===== config.mk =====
export PLATFORM = sky130hd
export DESIGN_NAME = pintor_objetivo
export DESIGN_NICKNAME = d
export VERILOG_FILES = /design/src/rtl/pintor_objetivo_pkg.sv /design/src/rtl/pintor_objetivo_lfsr8.sv /design/src/rtl/pintor_objetivo.sv
export SDC_FILE = /design/constraint.sdc
export NUM_CORES = 1
export LEC_CHECK = 0
export BUFFER_PORTS_ARGS = -buffer_cell sky130_fd_sc_hd__buf_2
export CAP_MARGIN = 20
export CELL_PAD_IN_SITES_DETAIL_PLACEMENT = 2
export CELL_PAD_IN_SITES_GLOBAL_PLACEMENT = 2
export CORE_MARGIN = 3
export CORE_UTILIZATION = 25
export CTS_CLUSTER_SIZE = 40
export DETAILED_ROUTE_END_ITERATION = 10
export GPL_TIMING_DRIVEN = 0
export PLACE_DENSITY = 0.62
export SYNTH_ARGS = -nofsm -noshare
export SYNTH_HDL_FRONTEND = slang
export SYNTH_SLANG_ARGS = --single-unit

===== constraint.sdc =====
create_clock -name iClk -period 2.46 [get_ports iClk]
set_input_delay 0.369 -clock iClk [delete_from_list [all_inputs] [get_ports iClk]]
set_output_delay 0.369 -clock iClk [all_outputs]
set_load 0.03 [all_outputs]

===== src/rtl/pintor_objetivo_pkg.sv =====
// Shared definitions for the target painter: FSM encoding, grid geometry,
// LFSR taps and the helper that keeps the sprite origin on the grid.
package pkg_juego;

  typedef enum logic [1:0] {
    REPOSO  = 2'd0,
    PINTA   = 2'd1,
    VISIBLE = 2'd2,
    BORRA   = 2'd3
  } estado_t;

  localparam int GRID_W = 4;
  localparam int SPRITE = 2;

  // Feedback taps: lfsr[7]^lfsr[5]^lfsr[4]^lfsr[3]
  localparam logic [7:0] LFSR_TAPS = 8'b1011_1000;

  // Largest origin that still fits the full sprite on the grid
  localparam logic [GRID_W-1:0] MAX_ORIGEN = GRID_W'((2 ** GRID_W) - SPRITE);

  function automatic logic retroLfsr(input logic [7:0] valor);
    return ^(valor & LFSR_TAPS);
  endfunction

  function automatic logic [GRID_W-1:0] limitar(input logic [GRID_W-1:0] c);
    return (c > MAX_ORIGEN) ? MAX_ORIGEN : c;
  endfunction

endpackage


===== src/rtl/pintor_objetivo_lfsr8.sv =====
// 8-bit Fibonacci LFSR with synchronous seed load and step enable.
module lfsr8
  import pkg_juego::*;
#(
  parameter logic [7:0] SEMILLA = 8'h01
) (
  input  logic       iClk,
  input  logic       iReset,
  input  logic       iEnable,
  output logic [7:0] oValor
);

  always_ff @(posedge iClk) begin
    if (iReset) begin
      oValor <= SEMILLA;
    end else if (iEnable) begin
      oValor <= {oValor[6:0], retroLfsr(oValor)};
    end
  end

endmodule


===== src/rtl/pintor_objetivo.sv =====
// Latches a random target cell and paints/erases a 2x2 sprite into the frame
// buffer, one pixel per cycle. oEstado and oLfsr are debug views.
module pintor_objetivo
  import pkg_juego::*;
#(
  parameter int                 COLOR_W   = 3,
  parameter logic [COLOR_W-1:0] COLOR_OBJ = 3'b100,
  parameter logic [7:0]         SEMILLA   = 8'h01
) (
  input  logic               iClk,
  input  logic               iReset,
  input  logic               iEnableLFSR,
  input  logic               iPintar,
  input  logic               iResetPintar,
  output logic               oWe,
  output logic [7:0]         oAddr,
  output logic [COLOR_W-1:0] oDato,
  output logic [3:0]         oPosX,
  output logic [3:0]         oPosY,
  output logic               oVisible,
  output logic               oBusy,
  output estado_t            oEstado,
  output logic [7:0]         oLfsr
);

  // Strobes are single-cycle pulses sampled on the rising edge; they carry
  // no ready handshake, so a strobe the current state ignores is dropped.

  estado_t      estado, estadoSig;
  logic [1:0]   k, kSig;
  logic [3:0]   posXSig, posYSig;
  logic         pendiente, pendienteSig;
  logic         weSig, visibleSig;
  logic [7:0]   addrSig;
  logic [COLOR_W-1:0] datoSig;
  logic [7:0]   lfsr;

  lfsr8 #(.SEMILLA(SEMILLA)) uLfsr (
    .iClk    (iClk),
    .iReset  (iReset),
    .iEnable (iEnableLFSR),
    .oValor  (lfsr)
  );

  always_ff @(posedge iClk) begin
    if (iReset) begin
      estado    <= REPOSO;
      k         <= 2'd0;
      pendiente <= 1'b0;
      oPosX     <= 4'd0;
      oPosY     <= 4'd0;
      oWe       <= 1'b0;
      oAddr     <= 8'd0;
      oDato     <= '0;
      oVisible  <= 1'b0;
      oBusy     <= 1'b0;
    end else begin
      estado    <= estadoSig;
      k         <= kSig;
      pendiente <= pendienteSig;
      oPosX     <= posXSig;
      oPosY     <= posYSig;
      oWe       <= weSig;
      oAddr     <= addrSig;
      oDato     <= datoSig;
      oVisible  <= visibleSig;
      oBusy     <= weSig;
    end
  end

  // Outputs are derived from the next-state values so they line up with the
  // state they describe once registered.
  always_comb begin
    estadoSig    = estado;
    kSig         = k;
    posXSig      = oPosX;
    posYSig      = oPosY;
    pendienteSig = pendiente;

    case (estado)
      REPOSO: begin
        if (iPintar) begin
          estadoSig    = PINTA;
          kSig         = 2'd0;
          posXSig      = limitar(lfsr[3:0]);
          posYSig      = limitar(lfsr[7:4]);
          pendienteSig = iResetPintar;
        end
      end
      PINTA: begin
        if (iResetPintar) pendienteSig = 1'b1;
        if (k == 2'd3) begin
          estadoSig = pendienteSig ? BORRA : VISIBLE;
          kSig      = 2'd0;
        end else begin
          kSig = k + 2'd1;
        end
      end
      VISIBLE: begin
        if (iResetPintar) begin
          estadoSig = BORRA;
          kSig      = 2'd0;
        end
      end
      BORRA: begin
        pendienteSig = 1'b0;
        if (k == 2'd3) begin
          estadoSig = REPOSO;
          kSig      = 2'd0;
        end else begin
          kSig = k + 2'd1;
        end
      end
      default: estadoSig = REPOSO;
    endcase

    weSig      = (estadoSig == PINTA) || (estadoSig == BORRA);
    visibleSig = (estadoSig == VISIBLE);
    datoSig    = (estadoSig == PINTA) ? COLOR_OBJ : '0;
    addrSig    = weSig ? {posYSig + 4'(kSig[1]), posXSig + 4'(kSig[0])} : 8'd0;
  end

  assign oEstado = estado;
  assign oLfsr   = lfsr;

endmodule


* Yosys cells after proc, flatten, opt, wreduce, memory -nomap -nowiden
Cells that the tools add are included.
** Storage, ports and cells
- Register bits :: 34
- Output and inout port bits :: 32
- Logic and storage cells :: 52
- Input bits :: 5
** Cells by class
- Muxes and demuxes :: 21
- Bitwise gates (word level) :: 1
- Magnitude comparators :: 2
- Equality and inequality tests :: 8
- Add/sub/neg operators :: 3
- Reductions and logical operators :: 7
** Operators with widths (number)
- 4-bit two-way mux :: 6
- 2-bit two-way mux :: 7
- 2-bit equality test, second input constant :: 5
- 4-bit by 1-bit adder with 4-bit output :: 2
- 4-bit greater-than comparator, second input constant :: 2
- 2-bit one-hot mux with 4 select lines :: 1
- 8-bit XOR reduction :: 1
- 2-bit one-hot mux with 3 select lines :: 1
- 2-bit by 1-bit equality test with 1-bit output, second input constant :: 2
- 1-bit two-way mux :: 4
- 2-bit OR reduction :: 2
- 3-bit two-way mux :: 1
- 1-bit one-hot mux with 3 select lines :: 1
- 3-bit nonzero test :: 1
- 2-bit by 1-bit adder with 2-bit output, second input constant :: 1
- 2-bit logical NOT :: 1
- 2-bit != test, second input constant :: 1
- 2-bit AND reduction :: 1
- 1-bit logical OR :: 1
- 1-bit NOT :: 1

* Logic depth before layout (Yosys ltp)
- Depth after elaboration :: 9
- Depth in mapped cells :: 10
- Depth with buffers taken out :: 10

* Cells and area by module
From an unflattened synthesis, not the netlist that was laid out.
** Unflattened totals
- Cell total of the unflattened synthesis :: 134
- Area, all modules :: 1336.3 µm²
** By module, submodules not included
- pintor_objetivo :: area an instance 1029.7 µm², times used 1, seq. area each 480.5 µm², cells an instance 104
- lfsr8 :: area an instance 306.5 µm², times used 1, seq. area each 160.2 µm², cells an instance 30

* Worst setup path after synthesis
OpenSTA, ideal clock, no wires.
- Path type :: reg2reg
- Start :: reg estado[1], in the netlist oEstado[1]
- End :: reg oAddr[7]
- Setup time :: 114 ps
- Cell stages (with the launch flop) :: 11
- Slack :: 564 ps
- Buffers on the path :: 2
- Clock period less this slack :: 1896 ps
- Arrival :: 1782 ps
- Required time :: 2346 ps
- Cells stage by stage :: dfxtp_1 buf_6 nor3b_4 buf_6 nand3_1 nand2_1 ha_1 nand3_1 mux2i_1 xor2_1 nor2_1
** On the way
- Elaborated cells on any way between the ends :: 18
- Classes of those cells :: add/sub: 1; eq/ne: 5; mux: 7; bitwise: 1; reduce/logical: 4
** RTL lines
- start: declaration :: line pintor_objetivo.sv:29 : estado_t estado, estadoSig;
- start signal: assignment :: line pintor_objetivo.sv:58 : estado <= estadoSig;
- 2-bit logical NOT :: line pintor_objetivo.sv:80 : case (estado)
- 4-bit two-way mux :: line pintor_objetivo.sv:80
- via posYSig[0] :: line pintor_objetivo.sv:31 : logic [3:0] posXSig, posYSig;
- 4-bit by 1-bit adder with 4-bit output :: line pintor_objetivo.sv:120 : addrSig = weSig ? {posYSig + 4'(kSig[1]), posXSig + 4'(kSig[0])} : 8'd0;
- end signal: assignment :: line pintor_objetivo.sv:64 : oAddr <= addrSig;
- end: declaration :: line pintor_objetivo.sv:16 : output logic [7:0] oAddr,
The timed path passes the listed nets, and every way through them passes these cells.
A chain may end at the register's enable or synchronous reset.

* Worst setup path in the final report
- Start :: reg estado[1], in the netlist oEstado[1]
- End :: reg oAddr[3]
** On the way
- Elaborated cells on any way between the ends :: 18
- Classes of those cells :: add/sub: 1; eq/ne: 5; mux: 7; bitwise: 1; reduce/logical: 4
** RTL lines (line)
- 2-bit logical NOT :: pintor_objetivo.sv:80
- 4-bit two-way mux :: pintor_objetivo.sv:80
- via posXSig[0] :: pintor_objetivo.sv:31
- 4-bit by 1-bit adder with 4-bit output :: pintor_objetivo.sv:120
The timed path passes the listed nets, and every way through them passes these cells.

==> metrics list <==
* Number of nets in the finished design: 187
* Number of cells traversed by the worst hold path: 2
* Vias post-DR: 1073
- Switching fraction of total power: 26.8%
- In this run, the combinational gates consume between 10% and 20% of the power.
- The count of final hold-check violations is 0.
- Number of buffers inserted for hold repair after clock tree synthesis: 0
* Clock tree skew after final layout: approximately 0.0054 ns
- Detail Route Antenna Nets: 0
* Worst skew pair latency: around 0.28 ns
* Average wire length per cell after detail routing: 13.6 microns
- The share of total power dissipated in the clock network is 35.5%.
* Antenna violations before repair: 0
- STA puts the critical path data required time at 2.63 ns.
- Critical path cell sequence: buf_6, nor3b_4, buf_6, nand3_1, nand2_1, ha_1, nand3_1, mux2i_1, xor2_1, nor2_1
- First-pass GRT wire length: 5720 microns
* Port bufs: 33
- In this run the worst path has a maximum fanout of 10.
- After clock tree synthesis, the repair step resized 0 gates.
- Cell family contributing the most delay on the critical path: simple AND/OR/NAND/NOR gates
* Cell depth of the worst flop-to-flop path: 10
- Max-cap violation count: 0
* Max-slew violations: 0
* Area overhead of the layout relative to synthesis: 24.7%
- Per-cell via count in the routed design: between 4 and 5
- Post-CTS setup buffer count: 0
* Flops & latches, synth: 32
- CTS built an H-tree with a depth of 2.
* Int Power: 0.000776 W
- For this block, the routed nets add up to 3340 microns of wire.
* Vias in the first global route: about 1200
- TritonCTS built the clock tree.
* Area of the die: between 6000 and 7000 sq um
- Half-perimeter wire length after placement: 2590 microns
- Stages on the worst setup path: 10
* Total track usage: a little under an eighth
- Once the floorplan was initialized, standard cells occupied 26.1% of the core.
- Type of the most critical hold path: primary input to register
* Number of CTS-inserted buffers: 5
- 37 I/O pins were placed.
- Mapped cell area: 1350 sq um
- Die width: 79.6 microns
- Worst Path Buf+Inv: 2
* Top cells by area in the synthesized netlist: dfxtp_1, mux2i_1, ha_1, nor2_1, nand3_1
- Floorplan row count: 26
* Pin count of the biggest net entering global routing: 11
- First-pass iteration count of the detailed router: 3
* Share of the synthesized area in the top cell type: about 47%
- Drt initial violations: 45
- The clock period could shrink to 2.00 ns.
- RSZ-0062 raised after global routing: no
* Final estimated routing congestion in global placement: just under 0.7
* Pre-CTS worst setup slack: 0.401 ns
- Placed instance count: 239
- Worst Max-Slew Pin Slew: 0.562 ns
- Number of distinct standard cells referenced by the synthesized netlist: 29
- Aggregate global routing overflow: 0
- The worst pin sits at a relative slew slack of 62.5%.
- Power spread over the standard cell area amounts to between 600 and 700 nW/um^2.
* Number of synthesis warnings: 0
* Core outline area: roughly 5200 sq um
- Each instance of the synthesized netlist takes up on average roughly 10 sq um.
- Data arrives at the worst endpoint at 2.18 ns.
- Flop pwr share: 51.9%
* Leakage: between 0.8 and 0.9 nW
- Max frequency: roughly 500 MHz
* Chip Height: ~80 microns
- Summing the sequential cell areas from Yosys gives 47.4% of the chip area.
- Power spent charging and discharging nets: roughly 0.00028 W
* Slack of the critical path: approximately 0.46 ns
* Cell Count, Final, Fillers Out: between 200 and 250
- The root buffer cell chosen for the clock tree is clkbuf_8.
- Antenna cell count: 0
* Final core occ: 32.6%
* Final Cycle Share: 81.5%
- Clock Path Buffers: 2
* Synth area leader: dfxtp_1
* DRC violation count after routing: 0
* Category of the critical setup timing path: register to register
- Crit path max-delay cell type: dfxtp_1
* Result of the run: finished, final reports clean
- Clock sink count: 32
- Synthesis handed over a netlist of between 100 and 150 instances.
* Highest ir drop seen on vdd: approximately 0.23 mV
* Element type at the critical path start: register
- Cells with a size suffix above 1 make up 29.5% of the layout.
- STA classifies the critical path endpoint as a register.
* Largest stage delay on the critical path: 0.32 ns
- Post-route setup TNS: 0 ns
- Setup-failing EPs final: 0
* Clock edge transition at the registers on the reported setup and hold paths: 0.07 ns
## path summary, 6_finish.rpt
kind	startpoint	to	slack [ns]
setup / recovery	oEstado[1]	oAddr[3]	0.46
hold / removal	iReset	pendiente	0.32
setup reg to reg	oEstado[1]	oAddr[3]	0.46
hold reg to reg	oPosX[0]	oPosX[0]	0.51
## power by group through the flow
stage	sequential (W)	combinational (W)	clock (W)
after floorplan	0.000587	0.0000696	0
after global placement	0.000561	0.000132	0
after detailed placement	0.000562	0.000137	0
after CTS	0.000550	0.000137	0.000397
after global routing	0.000553	0.000148	0.000417
final	0.000550	0.000134	0.000376
## per-layer routing
| layer | vias to the layer above | global-route usage [%] | wire (microns) |
|---|---|---|---|
| li1 | 530 | - | - |
| met1 | 512 | 14.0 | 1480 |
| met2 | 26 | 19.9 | 1650 |
| met3 | 5 | 3.72 | 170 |
| met4 | 0 | 3.61 | 42 |
| met5 | - | 0 | 0 |
## registers in the layout, indices dropped and copies added (netlist names)
name          count
uLfsr.oValor      8
oPosX             4
oBusy             1
oAddr             8
oVisible          1
pendiente         1
oEstado           2
k                 2
oPosY             4
oDato             1
## Yosys cell counts (all sizes together)
master	n
a2111oi	1
a211o	1
a21boi	1
a21oi	8
and2	5
buf	5
clkbuf	3
conb	1
dfxtp	32
ha	6
inv	4
mux2	2
mux2i	13
nand2	6
nand2b	2
nand3	9
nand4b	1
nor2	18
nor2b	3
nor3	1
nor3b	1
o21ai	1
o32ai	1
or2	2
or2b	1
xnor2	2
xor2	5
## worst register-to-register path, delay by kind of cell, from the launching register on
family / cells / cell delay [ns]
multiplexers: 1 / 0.17
AND/OR/NAND/NOR: 5 / 0.67
adder cells (fa/ha/maj): 1 / 0.21
buffers and inverters: 2 / 0.35
XOR/XNOR: 1 / 0.19
flip-flops: 1 / 0.32
## per-stage QoR
| stage | power [W] | area (sq um) | hold WS (ns) |
|---|---|---|---|
| 2_1_floorplan | 0.000657 | 1360 | 0.452 |
| 3_3_place_gp | 0.000693 | 1610 | 0.488 |
| 3_5_place_dp | 0.000698 | 1610 | 0.504 |
| 4_1_cts | 0.00108 | 1690 | 0.308 |
| 5_1_grt | 0.00112 | 1690 | 0.329 |
| 6_report | 0.00106 | 1690 | 0.320 |
## cells by family after synthesis
| group | count (synthesis) | synth area share, % |
|---|---|---|
| and+or+nand+nor | 49 | 18.5 |
| other | 1 | 0.277 |
| AOI/OAI and AO/OA | 13 | 7.03 |
| buffers and inverters | 12 | 5.46 |
| muxes | 15 | 11.3 |
| DFF | 32 | 47.4 |
| adders and majority gates | 6 | 5.55 |
| xor gates and xnor gates | 7 | 4.53 |
## cell type report
cell class	instances	area [sq um]
timing repair buffer	33	165
sequential	32	641
inverter	4	17.5
buffer	8	56.3
fill	588	3490
tap	70	87.6
multi-input combinational	92	642
clock inverter	1	5.00
clock buffer	6	72.6
## cell usage in the layout (no fill, tap or decap), drive strengths merged, types with 3 or more instances in the layout
cell type and instances:
buf 38, a21oi 8, dfxtp 32, xor2 5, nor2 18, ha 6
nand3 9, mux2i 13, nand2 6, nor2b 3, inv 4, and2 5
clkbuf 9
Note: power is estimated with default switching activity, not from simulation.
